$ cat src/rtl/rv32_pkg.sv
// Shared RV32 fetch definitions: opcode constants, immediate extraction and
// the fetch entry carried from the bus response to decode.
package rv32_pkg;

  localparam logic [6:0] RV32_OPCODE_JAL    = 7'b1101111;
  localparam logic [6:0] RV32_OPCODE_BRANCH = 7'b1100011;

  typedef struct packed {
    logic [31:0] instr;
    logic [31:0] pc;
    logic        pred;
  } fetch_entry_t;

  // J-type immediate from instruction bits [31:12].
  function automatic logic [31:0] imm_j(input logic [31:12] hi);
    return {{11{hi[31]}}, hi[31], hi[19:12], hi[20], hi[30:21], 1'b0};
  endfunction

  // B-type immediate from instruction bits [31:25] and [11:7].
  function automatic logic [31:0] imm_b(input logic [31:25] hi, input logic [11:7] lo);
    return {{19{hi[31]}}, hi[31], lo[7], hi[30:25], lo[11:8], 1'b0};
  endfunction

endpackage

$ cat src/rtl/rv32_fetch_fifo.sv
// Synchronous fetch-entry FIFO with clear. The head is read straight from the
// storage flops, so the outputs to decode carry no combinational input path.
module rv32_fetch_fifo
  import rv32_pkg::*;
#(
  parameter int DEPTH = 4,
  localparam int CNT_W = $clog2(DEPTH + 1),
  localparam int PTR_W = $clog2(DEPTH)
) (
  input  logic             clk,
  input  logic             reset_,
  input  logic             clear,
  input  logic             push,
  input  fetch_entry_t     push_data,
  input  logic             pop,
  output fetch_entry_t     head,
  output logic             head_valid,
  output logic [CNT_W-1:0] count
);

  fetch_entry_t     mem [DEPTH];
  logic [PTR_W-1:0] wr_ptr;
  logic [PTR_W-1:0] rd_ptr;
  logic             do_pop;
  logic             full;

  assign head_valid = (count != '0);
  assign head       = mem[rd_ptr];
  assign do_pop     = pop & head_valid;
  assign full       = (count == CNT_W'(DEPTH));

  // Storage, pointers and fill count; clear discards everything buffered.
  always_ff @(posedge clk or negedge reset_) begin
    if (!reset_) begin
      for (int i = 0; i < DEPTH; i++) mem[i] <= '0;
      wr_ptr <= '0;
      rd_ptr <= '0;
      count  <= '0;
    end else if (clear) begin
      wr_ptr <= '0;
      rd_ptr <= '0;
      count  <= '0;
    end else begin
      if (push) begin
        mem[wr_ptr] <= push_data;
        wr_ptr      <= wr_ptr + PTR_W'(1);
      end
      if (do_pop) rd_ptr <= rd_ptr + PTR_W'(1);
      count <= count + CNT_W'(push) - CNT_W'(do_pop);
    end
  end

  // Overflow check: a full FIFO may only take a push alongside a pop.
  always_ff @(posedge clk) begin
    if (reset_) assert (!(push && full && !do_pop))
      else $error("fetch fifo overflow");
  end

endmodule

$ cat src/rtl/rv32_fetch_buffer.sv
// RV32 fetch stage: credit-limited pipelined instruction reads, stale response
// discard after redirect or prediction, and a prefetch FIFO toward decode.
// Static prediction (JAL, backward branches) is built when the macro
// RV32_FETCH_PREDICT_EN is defined; otherwise fetch is purely sequential.
module rv32_fetch_buffer
  import rv32_pkg::*;
#(
  parameter int          DEPTH    = 4,
  parameter logic [31:0] RESET_PC = 32'h0,
  localparam int         CNT_W    = $clog2(DEPTH + 1)
) (
  input  logic        clk,
  input  logic        reset_,
  input  logic        redirect_in,
  input  logic [31:0] redirect_pc_in,
  output logic        instr_read_out,
  output logic [31:0] instr_address_out,
  input  logic        instr_read_ready_in,
  input  logic        instr_read_valid_in,
  input  logic [31:0] instr_read_value_in,
  output logic        instr_valid_out,
  input  logic        instr_ready_in,
  output logic [31:0] instr_out,
  output logic [31:0] pc_out,
  output logic        branch_predicted_taken_out
);

  logic [31:0]      fetch_pc;
  logic [31:0]      resp_pc;
  logic [31:0]      resp_pc_next;
  logic [CNT_W-1:0] outstanding;
  logic [CNT_W-1:0] outstanding_next;
  logic [CNT_W-1:0] discard;
  logic [CNT_W-1:0] count;
  logic [CNT_W:0]   credit_used;
  logic             req_fire;
  logic             resp_fire;
  logic             live;
  logic             pred;
  fetch_entry_t     push_data;
  fetch_entry_t     head;

  assign credit_used       = {1'b0, outstanding} + {1'b0, count};
  assign instr_read_out    = (credit_used < (CNT_W + 1)'(DEPTH));
  assign instr_address_out = redirect_in ? redirect_pc_in : fetch_pc;
  assign req_fire          = instr_read_out & instr_read_ready_in;
  assign resp_fire         = instr_read_valid_in;
  assign live              = resp_fire & (discard == '0) & ~redirect_in;
  assign outstanding_next  = outstanding + CNT_W'(req_fire) - CNT_W'(resp_fire);

`ifdef RV32_FETCH_PREDICT_EN
  // Static prediction on a live response; resp_pc_next is the path after it.
  always_comb begin
    pred         = 1'b0;
    resp_pc_next = resp_pc + 32'd4;
    if (instr_read_value_in[6:0] == RV32_OPCODE_JAL) begin
      pred         = live;
      resp_pc_next = resp_pc + imm_j(instr_read_value_in[31:12]);
    end else if (instr_read_value_in[6:0] == RV32_OPCODE_BRANCH && instr_read_value_in[31]) begin
      pred         = live;
      resp_pc_next = resp_pc + imm_b(instr_read_value_in[31:25], instr_read_value_in[11:7]);
    end
  end
  assign branch_predicted_taken_out = head.pred;
`else
  logic unused_head_pred;
  assign pred                       = 1'b0;
  assign resp_pc_next               = resp_pc + 32'd4;
  assign branch_predicted_taken_out = 1'b0;
  assign unused_head_pred           = head.pred;
`endif

  assign push_data = '{instr: instr_read_value_in, pc: resp_pc, pred: pred};

  // Fetch/response PCs and in-flight bookkeeping; redirect overrides prediction.
  always_ff @(posedge clk or negedge reset_) begin
    if (!reset_) begin
      fetch_pc    <= RESET_PC;
      resp_pc     <= RESET_PC;
      outstanding <= '0;
      discard     <= '0;
    end else begin
      outstanding <= outstanding_next;
      if (redirect_in) begin
        // A request fired this cycle already went to the new target.
        fetch_pc <= req_fire ? redirect_pc_in + 32'd4 : redirect_pc_in;
        resp_pc  <= redirect_pc_in;
        discard  <= outstanding_next - CNT_W'(req_fire);
      end else begin
        if (pred)          fetch_pc <= resp_pc_next;
        else if (req_fire) fetch_pc <= fetch_pc + 32'd4;
        if (live)          resp_pc  <= resp_pc_next;
        // Everything still in flight after a taken prediction is sequential.
        if (pred)                            discard <= outstanding_next;
        else if (resp_fire && discard != '0) discard <= discard - CNT_W'(1);
      end
    end
  end

  // The bus may only answer reads it has accepted.
  always_ff @(posedge clk) begin
    if (reset_) assert (!(resp_fire && outstanding == '0))
      else $error("instruction response without outstanding read");
  end

  rv32_fetch_fifo #(.DEPTH(DEPTH)) u_fifo (
    .clk        (clk),
    .reset_     (reset_),
    .clear      (redirect_in),
    .push       (live),
    .push_data  (push_data),
    .pop        (instr_valid_out & instr_ready_in),
    .head       (head),
    .head_valid (instr_valid_out),
    .count      (count)
  );

  assign instr_out = head.instr;
  assign pc_out    = head.pc;

endmodule
$ cat config.mk
export PLATFORM = sky130hd
export DESIGN_NAME = rv32_fetch_buffer
export DESIGN_NICKNAME = d
export VERILOG_FILES = /design/src/rtl/rv32_pkg.sv /design/src/rtl/rv32_fetch_fifo.sv /design/src/rtl/rv32_fetch_buffer.sv
export SDC_FILE = /design/constraint.sdc
export NUM_CORES = 1
export LEC_CHECK = 0
export ABC_AREA = 1
export CELL_PAD_IN_SITES_DETAIL_PLACEMENT = 1
export CELL_PAD_IN_SITES_GLOBAL_PLACEMENT = 1
export CORE_MARGIN = 2
export CORE_UTILIZATION = 39
export DETAILED_ROUTE_END_ITERATION = 8
export PLACE_DENSITY = 0.84
export SLEW_MARGIN = 25
export SYNTH_ARGS = -nofsm -noshare
export SYNTH_HDL_FRONTEND = slang
export SYNTH_SLANG_ARGS = --single-unit
$ cat constraint.sdc
create_clock -name clk -period 3.07 [get_ports clk]
set_input_delay 0.921 -clock clk [delete_from_list [all_inputs] [get_ports clk]]
set_output_delay 0.921 -clock clk [all_outputs]
set_load 0.05 [all_outputs]
==> summary.md, run 1 <==
| Metric | Value |
|---|---|
| Status | `completed` |
| Critical Path RT | `between 2 and 2.5 ns` |
| Post-synth top area share | `0.489` |
| Ys async rst share | `1.00` |
| Initial Util | `0.396` |
| Most numerous cell in the Yosys netlist | `nand2_1` |
| # placed instances | `2,909` |
| Ant diodes | `0` |
| WL/cell | `19.3 µm` |
| Crit path largest cell delay | `roughly 0.5 ns` |
| Clock root cell | `clkbuf_16` |
| Die Height | `213 µm` |
| Normalized max-slew margin | `0.588` |
| Die ar. | `between 40,000 and 50,000 µm²` |
| Clock latency on the worst-skew pair | `between 0.5 and 0.6 ns` |
| Number of top-level pins | `about 170` |
| Area taken by multi-input logic gates | `~7600 µm²` |
| Leading area contributor after synthesis | `dfrtp_1` |
| Critical path class | `reg -> out` |
| Top post-synthesis cells by area | `dfrtp_1 49%, o21ai_0 13%, nand2_1 12%` |
| RSZ-0062 raised after global routing | `yes` |
| Dpl hpwl | `38,900 µm` |
| Tcrit/Tclk final | `0.981` |
| Setup repair bufs after CTS | `0` |
| Count of unique library cells instantiated by Yosys | `40` |
| CTS tree | `yes` |
| NumNets Final | `roughly 2,500` |
| R2R Setup Slk | `about 0.28 ns` |
| Num CTS Buffers | `39` |
| Post-synth EDFFs | `0` |
| Post-CTS Hold Buffers | `0` |
| MaxCap Viol Count | `0` |
| Arrival time at the worst endpoint | `between 2 and 2.5 ns` |
| DRT iter0 DRCs | `between 1,000 and 1,500` |
| GRT overflow | `0` |
| Share of cells above drive strength 1 | `0.124` |
| Static leakage | `approximately 10 nW` |
| Drt via density | `roughly 5.5` |
| CP Launch Type | `flip-flop` |
| Register area | `~8300 µm²` |
| Drt drc | `0` |
| Flops & latches, synth | `around 330` |
| Total Routing Usage GR | `0.256` |
| Vias | `roughly 16,000` |
| Setup-failing EPs final | `0` |
| H-tree depth | `2` |
| Post-synth top cells | `564 x nand2_1, 433 x o21ai_0, 333 x dfrtp_1` |
| Reg-to-reg endpoint | `discard[2]$_DFFE_PN0P_` |
| Hold violation count in the final report | `0` |
| Critical Path End | `instr_out[31]` |
| Primary FF master, synth | `dfrtp_1` |
| Slew @ Worst Pin | `between 0.6 and 0.7 ns` |
| Syn_area_per_cell | `approximately 7.7 µm²` |
| Final setup margin | `between 0.05 and 0.06 ns` |
| Clock transition at path regs | `0.06 ns` |
| Final slew viol count | `0` |
| F_max | `~330 MHz` |
| Crit path max-delay cell type | `dfrtp_4` |
| Post-route ant nets | `0` |
| RePlAce Congestion | `slightly above 0.9` |
| Area growth, synth to finish | `24.7%` |
| Final wirelength | `between 50,000 and 60,000 µm` |
| Worst setup startpoint | `u_fifo.rd_ptr[0]$_DFFE_PN0P_` |
| Buffers on Ports | `167` |
| Crit path capture type | `primary output` |
| Final Core Density | `0.494` |
| Gate Count Post-Synth | `2,212` |
| Place WS | `-0.259 ns` |
| VDD IR max | `~0.50 mV` |
| Worst Hold Slack | `a little over 0.3 ns` |
| Crit path time final | `3.01 ns` |
| FP Rows | `76` |
| Non-Filler Instances | `2,979` |
| R2R depth | `15` |
| Ordered list of cells on the worst path | `clkinv_4 > buf_12 > o21ai_0 > o22ai_2 > buf_4` |
| Worst clock skew | `~0.015 ns` |
| Largest net degree at the start of global routing | `roughly 130` |
| Pwr dens | `about 890 nW/µm²` |
| Initial antenna violation count | `0` |
| Core area | `between 40,000 and 50,000 µm²` |
| Number of filler instances in the final layout | `5,219` |
| CTS Sinks | `333` |
| First-pass GRT wire length | `roughly 92,000 µm` |
| Critical R2R Launch | `u_fifo.count[2]$_DFF_PN0_` |
| Synth Warn # | `0` |
| Post-Syn Nets | `2,300` |
| Post-synthesis sequential area ratio | `0.489` |
| Vias in the first global route | `roughly 17,000` |
| HP Class | `in -> async` |
| Die Wd | `approximately 210 µm` |
| Longest Clk Path Bufs | `3` |
| Max FO, Critical Path | `32` |
| DRT Pass-1 Iters | `5` |
| Syn Std Cell Area | `around 17,000 µm²` |
## what timing repair did
| action | CTS | global route |
|---|---|---|
| gates cloned | 1 | 0 |
| resized for setup | 11 | 4 |
| pin swaps | 0 | 3 |
| setup endpoints to repair | 14 | 5 |
## metrics by stage
stage	power [mW]	setup TNS [ns]	area (µm²)
2_1_floorplan	11.0	-2.24	17100
3_3_place_gp	13.8	-0.316	19900
3_5_place_dp	14.0	-0.422	19900
4_1_cts	19.0	0	21200
5_1_grt	19.9	-0.107	21300
6_report	18.8	0	21300
## critical path: cells and delay by family, from the launching register on
family / cells / cell delay, ns
buf+inv: 3 / 0.63
compound gates: 2 / 0.39
flops: 1 / 0.51
## routing by layer
layer  vias to the layer above  GRT usage  share of wire
met2                       395      0.441           0.49
met1                      8176      0.335           0.44
met4                         0     0.0830          0.029
li1                       7590          -              -
met5                         -          0              0
met3                       110     0.0297          0.042
## flip-flops by register name, indices dropped and copies added (netlist names)
register       count
u_fifo.mem       256
fetch_pc          32
resp_pc           32
discard            3
outstanding        3
u_fifo.count       3
u_fifo.rd_ptr      2
u_fifo.wr_ptr      2
## cells in the final DEF, fill, tap and decap left out, types with 4 or more instances in the layout
cell / n
clkdlybuf4s50_1: 68
o22ai_1: 58
nand4_1: 20
xnor2_1: 4
o21ai_1: 38
inv_1: 163
buf_4: 112
clkbuf_16: 40
nand3_1: 99
clkinv_2: 6
o21ai_2: 7
nor2_4: 9
o211ai_1: 11
clkbuf_1: 7
o21ai_0: 416
inv_2: 6
xor2_1: 22
ha_1: 16
nor2_2: 14
o22ai_2: 7
clkbuf_8: 8
a21oi_1: 23
nor2_1: 216
o221ai_1: 8
nand2_4: 4
nor3_1: 20
nand2_2: 10
dfrtp_1: 331
buf_12: 49
nand2_1: 560
## report_power, final
| group | internal (mW) | switching (mW) |
|---|---|---|
| clock network | 2.84 | 1.87 |
| logic | 2.59 | 5.78 |
| registers | 5.14 | 0.626 |
| total | 10.6 | 8.28 |
## layout make-up
| class | instances | share of cell area |
|---|---|---|
| well taps | 585 | 0.0344 |
| repair buffers | 236 | 0.123 |
| flip-flops and latches | 333 | 0.392 |
| multi-input cells | 1584 | 0.358 |
| inverters | 172 | 0.0307 |
| clock inverters | 14 | 0.00788 |
| clock buffers | 55 | 0.0535 |
## cell families after synthesis
| logic type | share of synthesized area |
|---|---|
| AOI/OAI and AO/OA | 0.179 |
| xor gates and xnor gates | 0.0134 |
| adders and majority gates | 0.0141 |
| buffers and inverters | 0.0703 |
| DFF | 0.489 |
| other | 0.000220 |
| and+or+nand+nor | 0.234 |
## worst min path at each step
| stage | end | slack, ns |
|---|---|---|
| final | u_fifo.mem[57]$_DFFE_PN0P_ | 0.31 |
| after global routing | u_fifo.mem[57]$_DFFE_PN0P_ | 0.32 |
| after CTS | u_fifo.mem[59]$_DFFE_PN0P_ | 0.32 |
| after detailed placement | fetch_pc[1]$_DFFE_PN0P_ | 0.45 |
| after global placement | fetch_pc[0]$_DFFE_PN0P_ | 0.45 |
| after floorplan | fetch_pc[0]$_DFFE_PN0P_ | 0.44 |
No activity file was read; power rests on OpenSTA's default activity.
==> inputs of run 2 (changes only) <==
GPL_ROUTABILITY_DRIVEN = 0   (was default)
SLEW_MARGIN = default   (was 25)
==> summary.md, run 2 (synthesis gave the netlist of run 1 again) <==
| Metric | Value |
|---|---|
| Sum Neg Setup Slack | `0 ns (unchanged)` |
| Ant diodes | `0 (unchanged)` |
| WL/cell | `19.3 µm (about the same)` |
| Max reg flops | `256 (unchanged)` |
| Critical Path RT | `2.15 ns (about the same)` |
| Most common cell after layout, fill and taps aside | `nand2_1` |
| Share of cells above drive strength 1 | `0.128 (+0.00308)` |
| Longest Clk Path Bufs | `3 (unchanged)` |
| Post-route ant nets | `0 (unchanged)` |
| CTS Sinks | `333 (unchanged)` |
| Clock transition at path regs | `0.07 ns (about the same)` |
| Critical path class | `reg -> out` |
| Num CTS Buffers | `37 (-5.1%)` |
| Die Height | `213 µm (unchanged)` |
| Max FO, Critical Path | `33 (+3.1%)` |
| FP Rows | `76 (unchanged)` |
| Normalized max-slew margin | `0.562 (-0.0265)` |
| Register area | `8340 µm² (unchanged)` |
| Status | `completed` |
| F_max | `326 MHz (-1.9%)` |
| Number of top-level pins | `169 (unchanged)` |
| Vias in the first global route | `17,345 (-0.21%)` |
| DRT iter0 DRCs | `1,196 (-12%)` |
| Largest net degree at the start of global routing | `95 (-26%)` |
| Top reg by flops | `u_fifo.mem` |
| Clock root cell | `clkbuf_16` |
| Clock latency on the worst-skew pair | `0.53 ns (about the same)` |
| Tcrit/Tclk final | `0.999 (+0.0185)` |
| MaxCap Viol Count | `0 (unchanged)` |
| RSZ-0062 raised after global routing | `yes` |
| Regs by FF count | `u_fifo.mem (256), fetch_pc (32), resp_pc (32)` |
| Initial Util | `0.396 (unchanged)` |
| Buffers on Ports | `167 (unchanged)` |
| Final Core Density | `0.494 (about the same)` |
| Dpl hpwl | `39,300 µm (+1.1%)` |
| GRT overflow | `0 (unchanged)` |
| Pwr dens | `891 nW/µm² (+0.60%)` |
| Final slew viol count | `0 (unchanged)` |
| Final wirelength | `57,500 µm (+0.18%)` |
| Die Wd | `213 µm (unchanged)` |
| Vias | `16,247 (-0.15%)` |
| Worst clock skew | `0.0179 ns (+0.00292 ns)` |
| H-tree depth | `2 (unchanged)` |
| First-pass GRT wire length | `92,300 µm (about the same)` |
| Crit path capture type | `primary output` |
| Hold violation count in the final report | `0 (unchanged)` |
| Slew @ Worst Pin | `0.658 ns (+0.0444 ns)` |
| HP Class | `in -> async` |
| VDD IR max | `0.485 mV (-2.7%)` |
| CTS tree | `yes` |
| Most frequent cells in the layout | `560 x nand2_1, 416 x o21ai_0, 331 x dfrtp_1` |
| Static leakage | `10.0 nW (+0.25%)` |
| Core area | `43,100 µm² (unchanged)` |
| Total Routing Usage GR | `0.256 (+0.000346)` |
| Number of filler instances in the final layout | `5,216 (-0.057%)` |
| Die ar. | `45,400 µm² (unchanged)` |
| Initial antenna violation count | `0 (unchanged)` |
| Drt drc | `0 (unchanged)` |
| Drt via density | `5.44 (-0.31%)` |
| NumNets Final | `2,460 (+0.24%)` |
| Area growth, synth to finish | `24.7% (about the same)` |
| Arrival time at the worst endpoint | `2.15 ns (+0.06 ns)` |
| Setup-failing EPs final | `0 (unchanged)` |
| DRT Pass-1 Iters | `5 (unchanged)` |
| Area taken by multi-input logic gates | `7640 µm² (+0.16%)` |
| Crit path time final | `3.07 ns (+0.0568 ns)` |
| CP Launch Type | `flip-flop` |
[run 2: cell types whose count changed in the layout (fill, tap and decap cells not counted), sizes merged]
| cell | change |
|---|---|
| buf | +8 |
| bufinv | +4 |
| clkinvlp | -3 |
| clkinv | +4 |
| clkbuf | -9 |
| inv | +1 |
[run 2: worst max-delay path: stages, from the launching register on]
cell     delay (ns)
dfrtp_4        0.55
buf_4          0.39
o21ai_0        0.15
o22ai_1        0.25
buf_4          0.25
[run 2: power breakdown]
part | total, mW | switching, mW | internal, mW | leakage, nW
Combinational | 8.42 | 5.80 | 2.62 | 4.92
Clock | 4.77 | 1.84 | 2.94 | 0.645
Sequential | 5.77 | 0.635 | 5.13 | 4.45
[run 2: metrics by stage]
step	cell area, µm²	std cells	hold slack, ns	setup slack (ns)	total power, mW
after floorplan	17100	2212	0.437	-0.206	11.0
after global placement	19800	2916	0.458	-0.235	13.7
after detailed placement	19800	2916	0.461	-0.255	14.0
after CTS	21200	2984	0.413	-0.0158	19.0
after global routing	21300	2984	0.435	-0.0554	19.9
final	21300	2984	0.409	0.00230	19.0
[run 2: final cells by class]
class / instances / share of cell area
tap: 585 / 0.0344
sequential: 333 / 0.392
clock buffer: 46 / 0.0476
timing repair buffer: 244 / 0.123
multi-input combinational: 1584 / 0.359
clock inverter: 20 / 0.0133
inverter: 172 / 0.0307
[run 2: metal layers]
layer | up-vias | share of wire | routed length [µm] | global-route usage
li1 | 7608 | - | - | -
met1 | 8163 | 0.43 | 25000 | 0.331
met2 | 387 | 0.49 | 28400 | 0.450
met3 | 89 | 0.043 | 2470 | 0.0299
met4 | 0 | 0.028 | 1610 | 0.0786
met5 | - | 0 | 0 | 0
[run 2: worst paths after layout]
path | from | to | slack, ns | cells after the start
worst max-delay path | u_fifo.rd_ptr[0]$_DFFE_PN0P_ | instr_out[22] | 0.002 | 4
worst min-delay path | reset_ | u_fifo.mem[175]$_DFFE_PN0P_ | 0.41 | 1
worst max register to register | u_fifo.count[2]$_DFF_PN0_ | discard[2]$_DFFE_PN0P_ | 0.33 | 15
worst min register to register | fetch_pc[0]$_DFFE_PN0P_ | fetch_pc[0]$_DFFE_PN0P_ | 0.47 | 2
max in group asynchronous | reset_ | u_fifo.mem[220]$_DFFE_PN0P_ | 1.92 | 2
min in group clk | fetch_pc[0]$_DFFE_PN0P_ | fetch_pc[0]$_DFFE_PN0P_ | 0.47 | 2
[run 2: timing repair]
action	in CTS	in global routing
cloned	1	0
hold buffers	0	0
setup buffers	1	0
endpoints found under the setup margin	33	29
resized for setup	11	8
==> inputs of run 3 (changes only) <==
clock period = 2.45 ns   (was 3.07 ns; I/O delays follow)
==> summary.md, run 3 (synthesis gave the netlist of run 1 again) <==
| Metric | Value |
|---|---|
| WL/cell | `20.3 µm (+5.3%)` |
| Finished Cell Area | `23,000 µm² (+8.3%)` |
| Placed cell area | `21,000 µm² (+5.8%)` |
| DRT Pass-1 Iters | `5 (unchanged)` |
| Most frequent cells in the layout | `557 x nand2_1, 331 x dfrtp_1, 330 x o21ai_0` |
| Die ar. | `45,400 µm² (unchanged)` |
| Crit path largest cell delay | `0.57 ns (+0.02 ns)` |
| Post-route ant nets | `0 (unchanged)` |
| F_max | `366 MHz` |
| NumNets Final | `2,541 (+3.3%)` |
| Pwr dens | `1120 nW/µm² (+25%)` |
| Tcrit/Tclk final | `1.12` |
| Area growth, synth to finish | `35.1%` |
| FP Rows | `76 (unchanged)` |
| Die Wd | `213 µm (unchanged)` |
| Critical path class | `reg -> out` |
| Most common cell after layout, fill and taps aside | `nand2_1` |
| VDD IR max | `0.577 mV (+19%)` |
| Buffers on Ports | `167 (unchanged)` |
| Drt drc | `0 (unchanged)` |
| RSZ-0062 raised after global routing | `yes` |
| Die Height | `213 µm (unchanged)` |
| Longest Clk Path Bufs | `3 (unchanged)` |
| Normalized max-slew margin | `0.618 (+0.0567)` |
| Core area | `43,100 µm² (unchanged)` |
| Hold violation count in the final report | `0 (unchanged)` |
| Initial Util | `0.396 (unchanged)` |
| Largest net degree at the start of global routing | `70 (-26%)` |
| Vias in the first global route | `18,580 (+7.1%)` |
| Drt via density | `5.52 (+1.5%)` |
| Setup-failing EPs final | `67 (+67)` |
| Slew @ Worst Pin | `0.568 ns (-0.0895 ns)` |
| Clock root cell | `clkbuf_16` |
| Crit path capture type | `primary output` |
| Final wirelength | `62,200 µm (+8.2%)` |
| Final Core Density | `0.535 (+0.0412)` |
| Regs by FF count | `u_fifo.mem (256), fetch_pc (32), resp_pc (32)` |
| GRT overflow | `0 (unchanged)` |
| First-pass GRT wire length | `99,900 µm (+8.3%)` |
| Top reg by flops | `u_fifo.mem` |
| Max FO, Critical Path | `27 (-18%)` |
| Arrival time at the worst endpoint | `2.00 ns (-0.15 ns)` |
| Violated checks | `negative setup slack` |
| Crit path max-delay cell type | `dfrtp_4` |
| Ordered list of cells on the worst path | `clkinv_8 > buf_16 > nor2_1 > o22ai_2 > buf_6` |
| Status | `complete, but fails checks` |
| Max reg flops | `256 (unchanged)` |
| DRT iter0 DRCs | `1,319 (+10%)` |
| Static leakage | `10.8 nW (+8.1%)` |
| Number of top-level pins | `169 (unchanged)` |
| Worst clock skew | `0.0194 ns (+0.00150 ns)` |
| Final slew viol count | `0 (unchanged)` |
| Place WS | `-0.607 ns (-0.352 ns)` |
| Num CTS Buffers | `38 (+2.7%)` |
| CP Launch Type | `flip-flop` |
| Share of cells above drive strength 1 | `0.201 (+0.0737)` |
| Initial antenna violation count | `0 (unchanged)` |
| Crit path time final | `2.73 ns` |
| Clock transition at path regs | `0.06 ns (about the same)` |
| CTS Sinks | `333 (unchanged)` |
| Ant diodes | `0 (unchanged)` |
| Vias | `16,930 (+4.2%)` |
| CTS tree | `yes` |
| Clock latency on the worst-skew pair | `0.54 ns (about the same)` |
| MaxCap Viol Count | `0 (unchanged)` |
| Total Routing Usage GR | `0.278 (+0.0216)` |
| HP Class | `in -> async` |
| Critical Path RT | `1.71 ns (-0.44 ns)` |
| Dpl hpwl | `40,700 µm (+3.6%)` |
| Final setup margin | `-0.282 ns (-0.285 ns)` |
| H-tree depth | `2 (unchanged)` |
[run 3: cell types whose count changed in the layout (fill, tap and decap cells not counted), sizes merged]
cell	delta
bufinv	-5
clkinv	-5
inv	-1
bufbuf	-1
clkinvlp	+1
clkdlybuf4s50	-13
dlygate4sd2	+6
dlymetal6s2s	+6
buf	+82
clkbuf	+11
[run 3: layer usage]
metal | track usage | vias up | share of wire | wire length [µm]
li1 | - | 7779 | - | -
met1 | 0.350 | 8605 | 0.42 | 26300
met2 | 0.484 | 426 | 0.50 | 31200
met3 | 0.0379 | 120 | 0.044 | 2730
met4 | 0.105 | 0 | 0.031 | 1940
met5 | 0 | - | 0 | 0
[run 3: per-stage QoR]
step	power, mW	instances	TNS (ns)	hold WS (ns)
after floorplan	14.5	2212	-3.17	0.437
after global placement	18.2	2982	-16.85	0.455
after detailed placement	18.5	2982	-25.33	0.458
after CTS	25.7	3062	-15.35	0.107
after global routing	27.0	3065	-17.81	0.125
final	25.7	3065	-14.04	0.107
[run 3: layout make-up]
type / count / area, µm²
Fill cell: 5097 / 20000
Sequential cell: 333 / 8340
Multi-Input combinational cell: 1584 / 8270
Timing Repair Buffer: 324 / 3780
Clock buffer: 57 / 1140
Tap cell: 585 / 732
Inverter: 172 / 663
Clock inverter: 10 / 121
[run 3: power by group]
| group | total, mW | switching [mW] | internal, mW |
|---|---|---|---|
| Combinational | 12.7 | 8.05 | 4.63 |
| Sequential | 7.25 | 0.818 | 6.44 |
| Clock | 5.80 | 2.37 | 3.44 |
[run 3: path summary, 6_finish.rpt]
kind,depth (start not counted),startpoint,slack (ns),end
setup / recovery,5,u_fifo.rd_ptr[0]$_DFFE_PN0P_,-0.28,pc_out[26]
hold / removal,1,reset_,0.11,u_fifo.mem[126]$_DFFE_PN0P_
setup reg to reg,15,outstanding[2]$_DFF_PN0_,-0.12,discard[2]$_DFFE_PN0P_
hold reg to reg,2,fetch_pc[0]$_DFFE_PN0P_,0.47,fetch_pc[0]$_DFFE_PN0P_
max in group asynchronous,2,reset_,1.59,u_fifo.mem[221]$_DFFE_PN0P_
min in group clk,2,fetch_pc[0]$_DFFE_PN0P_,0.47,fetch_pc[0]$_DFFE_PN0P_
[run 3: critical path, delay by kind of cell (launching register included)]
family                 cells  cell delay, ns
flip-flops                 1            0.57
buffers and inverters      3            0.53
AO/OA/AOI/OAI              1            0.26
AND/OR/NAND/NOR            1            0.07
[run 3: what timing repair did]
| action | 4_1_cts | 5_1_grt |
|---|---|---|
| pin swaps | 8 | 12 |
| hold buffers | 0 | 0 |
| buffers inserted | 6 | 5 |
| gates cloned | 7 | 0 |
| resized for setup | 160 | 60 |
| setup endpoints to repair | 80 | 78 |
